==> config.mk <==
export PLATFORM = sky130hd
export DESIGN_NAME = rtc_arb
export DESIGN_NICKNAME = d
export VERILOG_FILES = /design/src/rtl/rtc_arb.sv
export SDC_FILE = /design/constraint.sdc
export NUM_CORES = 1
export LEC_CHECK = 0
export CAP_MARGIN = 25
export CORE_AREA = 2 2 102 104
export CTS_CLUSTER_DIAMETER = 200
export DETAILED_ROUTE_END_ITERATION = 10
export DIE_AREA = 0 0 104 106
export GPL_TIMING_DRIVEN = 0
export PLACE_DENSITY = 0.87
export SLEW_MARGIN = 10
export SYNTH_ARGS = -nofsm -noshare
export SYNTH_HDL_FRONTEND = slang
export SYNTH_SLANG_ARGS = --single-unit
export TNS_END_PERCENT = 10
==> constraint.sdc <==
create_clock -name clk -period 11.3 [get_ports clk]
set_input_delay 2.26 -clock clk [delete_from_list [all_inputs] [get_ports clk]]
set_output_delay 2.26 -clock clk [all_outputs]
set_load 0.01 [all_outputs]
==> src/rtl/rtc_arb.sv <==
// rtc_arb: sole master of the DS12887 controller strobe interface, sharing it
// between the CPU and a periodic poller that keeps a coherent hh:mm:ss snapshot.
module rtc_arb #(
    parameter int unsigned POLL_DIV = 50000000,
    parameter int unsigned CNT_W    = 32
) (
    input  logic        clk,
    input  logic        rst,
    input  logic [5:0]  cpu_addrbus,
    input  logic [15:0] cpu_datain,
    input  logic        cpu_rdh_n,
    input  logic        cpu_rdl_n,
    input  logic        cpu_wrh_n,
    input  logic        cpu_wrl_n,
    output logic [15:0] cpu_dataout,
    output logic        cpu_dtack_n,
    output logic [5:0]  rtc_addr,
    output logic [15:0] rtc_wdata,
    output logic        rtc_rdh_n,
    output logic        rtc_rdl_n,
    output logic        rtc_wrh_n,
    output logic        rtc_wrl_n,
    input  logic [15:0] rtc_rdata,
    input  logic        rtc_dtack_n,
    input  logic        poll_en,
    output logic [7:0]  snap_sec,
    output logic [7:0]  snap_min,
    output logic [7:0]  snap_hour,
    output logic        snap_valid,
    output logic        snap_busy
);
    localparam int unsigned STRB_W = 4;
    localparam logic [STRB_W-1:0] STRB_IDLE = 4'b1111;
    localparam logic [STRB_W-1:0] STRB_POLL = 4'b0111;  // rdh only: even register on the high byte

    typedef enum logic [2:0] {IDLE, CPU_ACT, CPU_REL, P_ACT, P_REL} state_t;
    typedef enum logic [1:0] {STEP_UIP, STEP_SEC, STEP_MIN, STEP_HOUR} step_t;

    state_t            state, state_d;
    step_t             step, step_d;
    logic [CNT_W-1:0]  cnt, cnt_d;
    logic              pend_tick, pend_tick_d;
    logic              snap_busy_d;
    logic [7:0]        shadow_sec, shadow_sec_d;
    logic [7:0]        shadow_min, shadow_min_d;
    logic [15:0]       cpu_dataout_d;
    logic              cpu_dtack_n_d;
    logic [5:0]        rtc_addr_d;
    logic [15:0]       rtc_wdata_d;
    logic [STRB_W-1:0] rtc_strb_d;
    logic [7:0]        snap_sec_d, snap_min_d, snap_hour_d;
    logic              snap_valid_d;

    logic [STRB_W-1:0] cpu_strb;
    logic              cpu_req, cpu_wr, wrap, tick;
    logic [5:0]        step_addr;

    assign cpu_strb = {cpu_rdh_n, cpu_rdl_n, cpu_wrh_n, cpu_wrl_n};
    assign cpu_req  = (cpu_strb != STRB_IDLE);
    assign cpu_wr   = ~(cpu_wrh_n & cpu_wrl_n);
    assign wrap     = (cnt == CNT_W'(POLL_DIV - 1));
    assign tick     = wrap & poll_en;

    // Word address of the register read by the current poller step
    always_comb begin
        case (step)
            STEP_UIP:  step_addr = 6'd5;
            STEP_SEC:  step_addr = 6'd0;
            STEP_MIN:  step_addr = 6'd1;
            default:   step_addr = 6'd2;
        endcase
    end

    // Next-state and registered-output logic
    always_comb begin
        state_d       = state;
        step_d        = step;
        cnt_d         = wrap ? '0 : cnt + CNT_W'(1);
        pend_tick_d   = pend_tick;
        snap_busy_d   = snap_busy;
        shadow_sec_d  = shadow_sec;
        shadow_min_d  = shadow_min;
        cpu_dataout_d = cpu_dataout;
        cpu_dtack_n_d = cpu_dtack_n;
        rtc_addr_d    = rtc_addr;
        rtc_wdata_d   = rtc_wdata;
        rtc_strb_d    = {rtc_rdh_n, rtc_rdl_n, rtc_wrh_n, rtc_wrl_n};
        snap_sec_d    = snap_sec;
        snap_min_d    = snap_min;
        snap_hour_d   = snap_hour;
        snap_valid_d  = 1'b0;

        // A tick during a sequence is remembered once, not queued
        if (!poll_en) begin
            pend_tick_d = 1'b0;
        end else if ((tick || pend_tick) && !snap_busy) begin
            snap_busy_d = 1'b1;
            pend_tick_d = 1'b0;
        end else if (tick) begin
            pend_tick_d = 1'b1;
        end

        case (state)
            IDLE: begin
                if (cpu_req) begin
                    state_d     = CPU_ACT;
                    rtc_addr_d  = cpu_addrbus;
                    rtc_wdata_d = cpu_datain;
                    rtc_strb_d  = cpu_strb;
                    // A CPU write could tear the snapshot, so start it over
                    if (cpu_wr && snap_busy) begin
                        step_d       = STEP_UIP;
                        shadow_sec_d = 8'h00;
                        shadow_min_d = 8'h00;
                    end
                end else if (snap_busy) begin
                    state_d    = P_ACT;
                    rtc_addr_d = step_addr;
                    rtc_strb_d = STRB_POLL;
                end
            end
            CPU_ACT: begin
                if (!rtc_dtack_n && cpu_dtack_n) begin
                    cpu_dataout_d = rtc_rdata;
                    cpu_dtack_n_d = 1'b0;
                end else if (!cpu_dtack_n && !cpu_req) begin
                    rtc_strb_d    = STRB_IDLE;
                    cpu_dtack_n_d = 1'b1;
                    state_d       = CPU_REL;
                end
            end
            P_ACT: begin
                if (!rtc_dtack_n) begin
                    rtc_strb_d = STRB_IDLE;
                    state_d    = P_REL;
                    case (step)
                        STEP_UIP: begin
                            if (!rtc_rdata[15]) step_d = STEP_SEC;
                        end
                        STEP_SEC: begin
                            shadow_sec_d = rtc_rdata[15:8];
                            step_d       = STEP_MIN;
                        end
                        STEP_MIN: begin
                            shadow_min_d = rtc_rdata[15:8];
                            step_d       = STEP_HOUR;
                        end
                        default: begin
                            snap_sec_d   = shadow_sec;
                            snap_min_d   = shadow_min;
                            snap_hour_d  = rtc_rdata[15:8];
                            snap_valid_d = 1'b1;
                            snap_busy_d  = 1'b0;
                            step_d       = STEP_UIP;
                        end
                    endcase
                end
            end
            CPU_REL, P_REL: begin
                if (rtc_dtack_n) state_d = IDLE;
            end
            default: state_d = IDLE;
        endcase
    end

    always_ff @(posedge clk or posedge rst) begin
        if (rst) begin
            state       <= IDLE;
            step        <= STEP_UIP;
            cnt         <= '0;
            pend_tick   <= 1'b0;
            snap_busy   <= 1'b0;
            shadow_sec  <= 8'h00;
            shadow_min  <= 8'h00;
            cpu_dataout <= 16'h0000;
            cpu_dtack_n <= 1'b1;
            rtc_addr    <= 6'd0;
            rtc_wdata   <= 16'h0000;
            {rtc_rdh_n, rtc_rdl_n, rtc_wrh_n, rtc_wrl_n} <= STRB_IDLE;
            snap_sec    <= 8'h00;
            snap_min    <= 8'h00;
            snap_hour   <= 8'h00;
            snap_valid  <= 1'b0;
        end else begin
            state       <= state_d;
            step        <= step_d;
            cnt         <= cnt_d;
            pend_tick   <= pend_tick_d;
            snap_busy   <= snap_busy_d;
            shadow_sec  <= shadow_sec_d;
            shadow_min  <= shadow_min_d;
            cpu_dataout <= cpu_dataout_d;
            cpu_dtack_n <= cpu_dtack_n_d;
            rtc_addr    <= rtc_addr_d;
            rtc_wdata   <= rtc_wdata_d;
            {rtc_rdh_n, rtc_rdl_n, rtc_wrh_n, rtc_wrl_n} <= rtc_strb_d;
            snap_sec    <= snap_sec_d;
            snap_min    <= snap_min_d;
            snap_hour   <= snap_hour_d;
            snap_valid  <= snap_valid_d;
        end
    end

endmodule
==> metrics.md <==
| Metric | Value |
|---|---|
| Status | finished, final reports clean |
| Worst-Skew Late Latency | 0.52 ns |
| Worst-path fanout max | 8 |
| Number of I/O pins | 115 |
| Final WL | 12500 µm |
| Clock sinks | 123 |
| Max-cap violations | 0 |
| CP Capture Type | flop |
| Cts repair resizes | 0 |
| Placed cell areas | 6650 µm² |
| Maximum vdd ir drop | 0.000101 V |
| DR DRC count | 0 |
| FF-to-FF End | snap_min[3] |
| First-pass GRT wire length | 20800 µm |
| CTS tree | built |
| Total GRT Usage | 23.9% |
| Setup TNS | 0 ns |
| Commonest cells after routing, fill and taps aside | dfrtp_1 (118), clkdlybuf4s50_1 (113), mux2_2 (72), nor2_1 (26), nand2_1 (21) |
| Filler cell count in the final layout | 621 |
| Vias in the first global route | 4097 |
| Slew margin rel. | 36.3% |
| CP endpoint | shadow_sec[0] |
| Final hold violations | 0 |
| Adder-Cell Fraction of Synth Area | 1.18% |
| Setup repair after global routing missed its margin | no |
| WS Path Type | in2reg |
| Postcts setup bufs | 0 |
| PwrDens | 209 nW/µm² |
| CTS max path bufs | 2 |
| Synthesized Nets | 481 |
| Util after Layout | 72.3% |
| ANT cells | 0 |
| Clk pin slew, worst setup/hold paths | 0.06 ns |
| Die Y | 106 µm |
| Avg Inst Size Synth | 12.4 µm² |
| Crit path max-delay cell type | a21oi_1 |
| Largest family of logic cells by synthesized area | multiplexers |
| Yosys top cell area share | 55.5% |
| Worst slew pin tran | 0.956 ns |
| Initial core utilization | 53.2% |
| Synth cell types | 47 |
| Yosys warns | 0 |
| Internal power | 1.10 mW |
| Commonest non-fill, non-tap cell in the layout | dfrtp_1 |
| Number of synthesized register bits | 123 |
| Initial antenna violation count | 0 |
| Via density | 5.68 |
| Simple-gate portion of the synthesized area | 13.4% |
| Placement row count | 37 |
| Crit path DAT | 4.35 ns |
| Drt wl/cell | 17.6 µm |
| CTS H-Tree Depth | 4 |
| Area of the multi-input gates | 2130 µm² |
| Post-layout min period | 3.95 ns |
| Critical R2R Launch | state[2] |
| Tcrit/Tclk final | 34.9% |
| Worst Hold Launch | rtc_addr[0] |
| Clock power share | 34.2% |
| Die Area | 11000 µm² |
| Mapped Cells | 430 |
| PortBufs | 113 |
| LEAKAGE | 3.16 nW |
| RD Place Congestion | 0.884 |
| Number of synthesized flops with an enable pin | 0 |
| Overflow after GRT | 0 |
| Critical path required time | 11.70 ns |
| Ys async rst share | 100% |
| Seq/Total Area, Yosys | 58.0% |
| Layout cells sized above 1 | 19.8% |
| Post-DP HPWL | 8580 µm |
| Worst R2R Path Depth | 6 |
| Setup Viol. Count Final | 0 |
| Post-layout net count | 614 |
| Pin count of the biggest net entering global routing | 82 |
| CTS Hold Bufs | 0 |
| Sw Pwr | 0.408 mW |
| Logic gate share of total power | 27.1% |
| Net Sw Frac | 27.0% |
| Synth area leader | dfrtp_1 |
| Synth Area in Compound Gates | 6.16% |
| Detailed Routing Iterations Pass 1 | 5 |
| Slowest stage delay, CP | 0.75 ns |
| Crit-path cells | clkdlybuf4s50_1, a21boi_0, nand2_1, a21oi_1, mux2_2 |
| Reg power frac | 38.7% |
| Die width | 104 µm |
| Post-layout instance area | 7230 µm² |
| Ranking of synthesized cells by area | dfrtp_1 (56%), mux2_2 (15%), xnor2_1 (2.6%) |
| Setup WS post-layout | 7.35 ns |
| Fmax | 253 MHz |
| Max-slew violations | 0 |
| Iter 0 DRT Violations | 304 |
| Register-to-register setup slack | 8.78 ns |
| Core area | 10000 µm² |
| Syn Std Cell Area | 5320 µm² |
| Ys flop type | dfrtp_1 |
| Synth-to-Final Area Change | 35.9% |
| Clk root buf | clkbuf_8 |
| Antenna Violating Nets Remaining | 0 |
| Via count | 4046 |
| Post-Place Worst Slack | 6.87 ns |
| Clock skew | 0.00704 ns |
| Startpoint types | input port |
| Crit path from | cpu_wrh_n |
| CTS Buf Count | 17 |
| Area taken by flip-flops and latches | 3080 µm² |
| Fraction of synthesized area in multiplexers | 15.6% |
| XOR/XNOR share of the synthesized area | 3.79% |
| Worst hold path class | reg2reg |
==> how the worst min path moves through the flow <==
| stage | end | slack [ns] | cells after the start |
|---|---|---|---|
| after floorplan | cnt[31] | 0.46 | 1 |
| after global placement | rtc_addr[2] | 0.46 | 2 |
| after detailed placement | rtc_addr[2] | 0.47 | 2 |
| after CTS | rtc_addr[2] | 0.48 | 2 |
| after global routing | cnt[0] | 0.51 | 1 |
| final | rtc_addr[0] | 0.48 | 2 |
==> cells by family (layout without fill, tap and decap cells) <==
group           Yosys count  in the layout
simple gates            129            129
flops                   123            123
buf+inv                  25            171
fa+ha+maj                 5              5
compound gates           51             51
xor+xnor                 23             23
mux                      74             74
==> metrics by stage <==
step	hold slack (ns)	cells	total power [mW]
floorplan	0.460	430	0.775
global placement	0.465	679	0.979
detailed placement	0.470	680	0.997
CTS	0.483	712	1.52
global route	0.509	712	1.58
finish	0.483	712	1.51
==> worst max-delay path, delay by kind of cell <==
kind            cells  cell delay, ns
compound gates      2            1.06
buf+inv             1            0.48
mux                 1            0.42
simple gates        1            0.12
==> layout make-up <==
cell class | instances | share of cell area (%)
sequential | 123 | 42.6
multi-input combinational | 282 | 29.5
timing repair buffer | 114 | 16.0
clock buffer | 21 | 6.35
tap | 136 | 2.35
clock inverter | 11 | 1.64
buffer | 19 | 1.09
inverter | 6 | 0.381
==> layer usage <==
layer  global-route usage, %  vias to the layer above  part of all wire (%)
li1                        -                     1835                     -
met1                    28.3                     1997                    39
met2                    40.8                      175                    52
met3                    6.93                       39                   6.4
met4                    10.5                        0                   2.9
met5                       0                        -                     0
==> cells in the mapped netlist (2+ instances only) <==
master and n:
o31ai_1 4, nand3_1 14, o21ai_0 9, o21a_1 2
nor2_1 26, or4_1 4, and4_1 4, ha_1 5
and2_1 9, xnor2_1 16, buf_1 2, clkbuf_1 16
or3_1 8, a22o_1 3, nand4_1 18, o22ai_1 3
nor4_1 4, a21oi_1 16, mux2_2 72, mux2i_1 2
nor3_1 6, xor2_1 7, and3_1 7, nand2_1 21
o211ai_1 3, dfrtp_1 118, a21boi_0 2, inv_1 6
dfstp_2 5
==> sequential cells by signal, summed over array words and instances (netlist names), 3 cells and up <==
register	count
shadow_sec	8
snap_min	8
rtc_wdata	16
cpu_dataout	16
snap_sec	8
rtc_addr	6
state	3
snap_hour	8
cnt	32
shadow_min	8
==> power groups by stage <==
stage	registers, mW	logic [mW]	clock network (mW)
after detailed placement	0.589	0.408	0
after floorplan	0.622	0.153	0
after global routing	0.596	0.437	0.545
after CTS	0.583	0.413	0.524
after global placement	0.582	0.397	0
final	0.584	0.410	0.517
No activity file was read; power rests on OpenSTA's default activity.
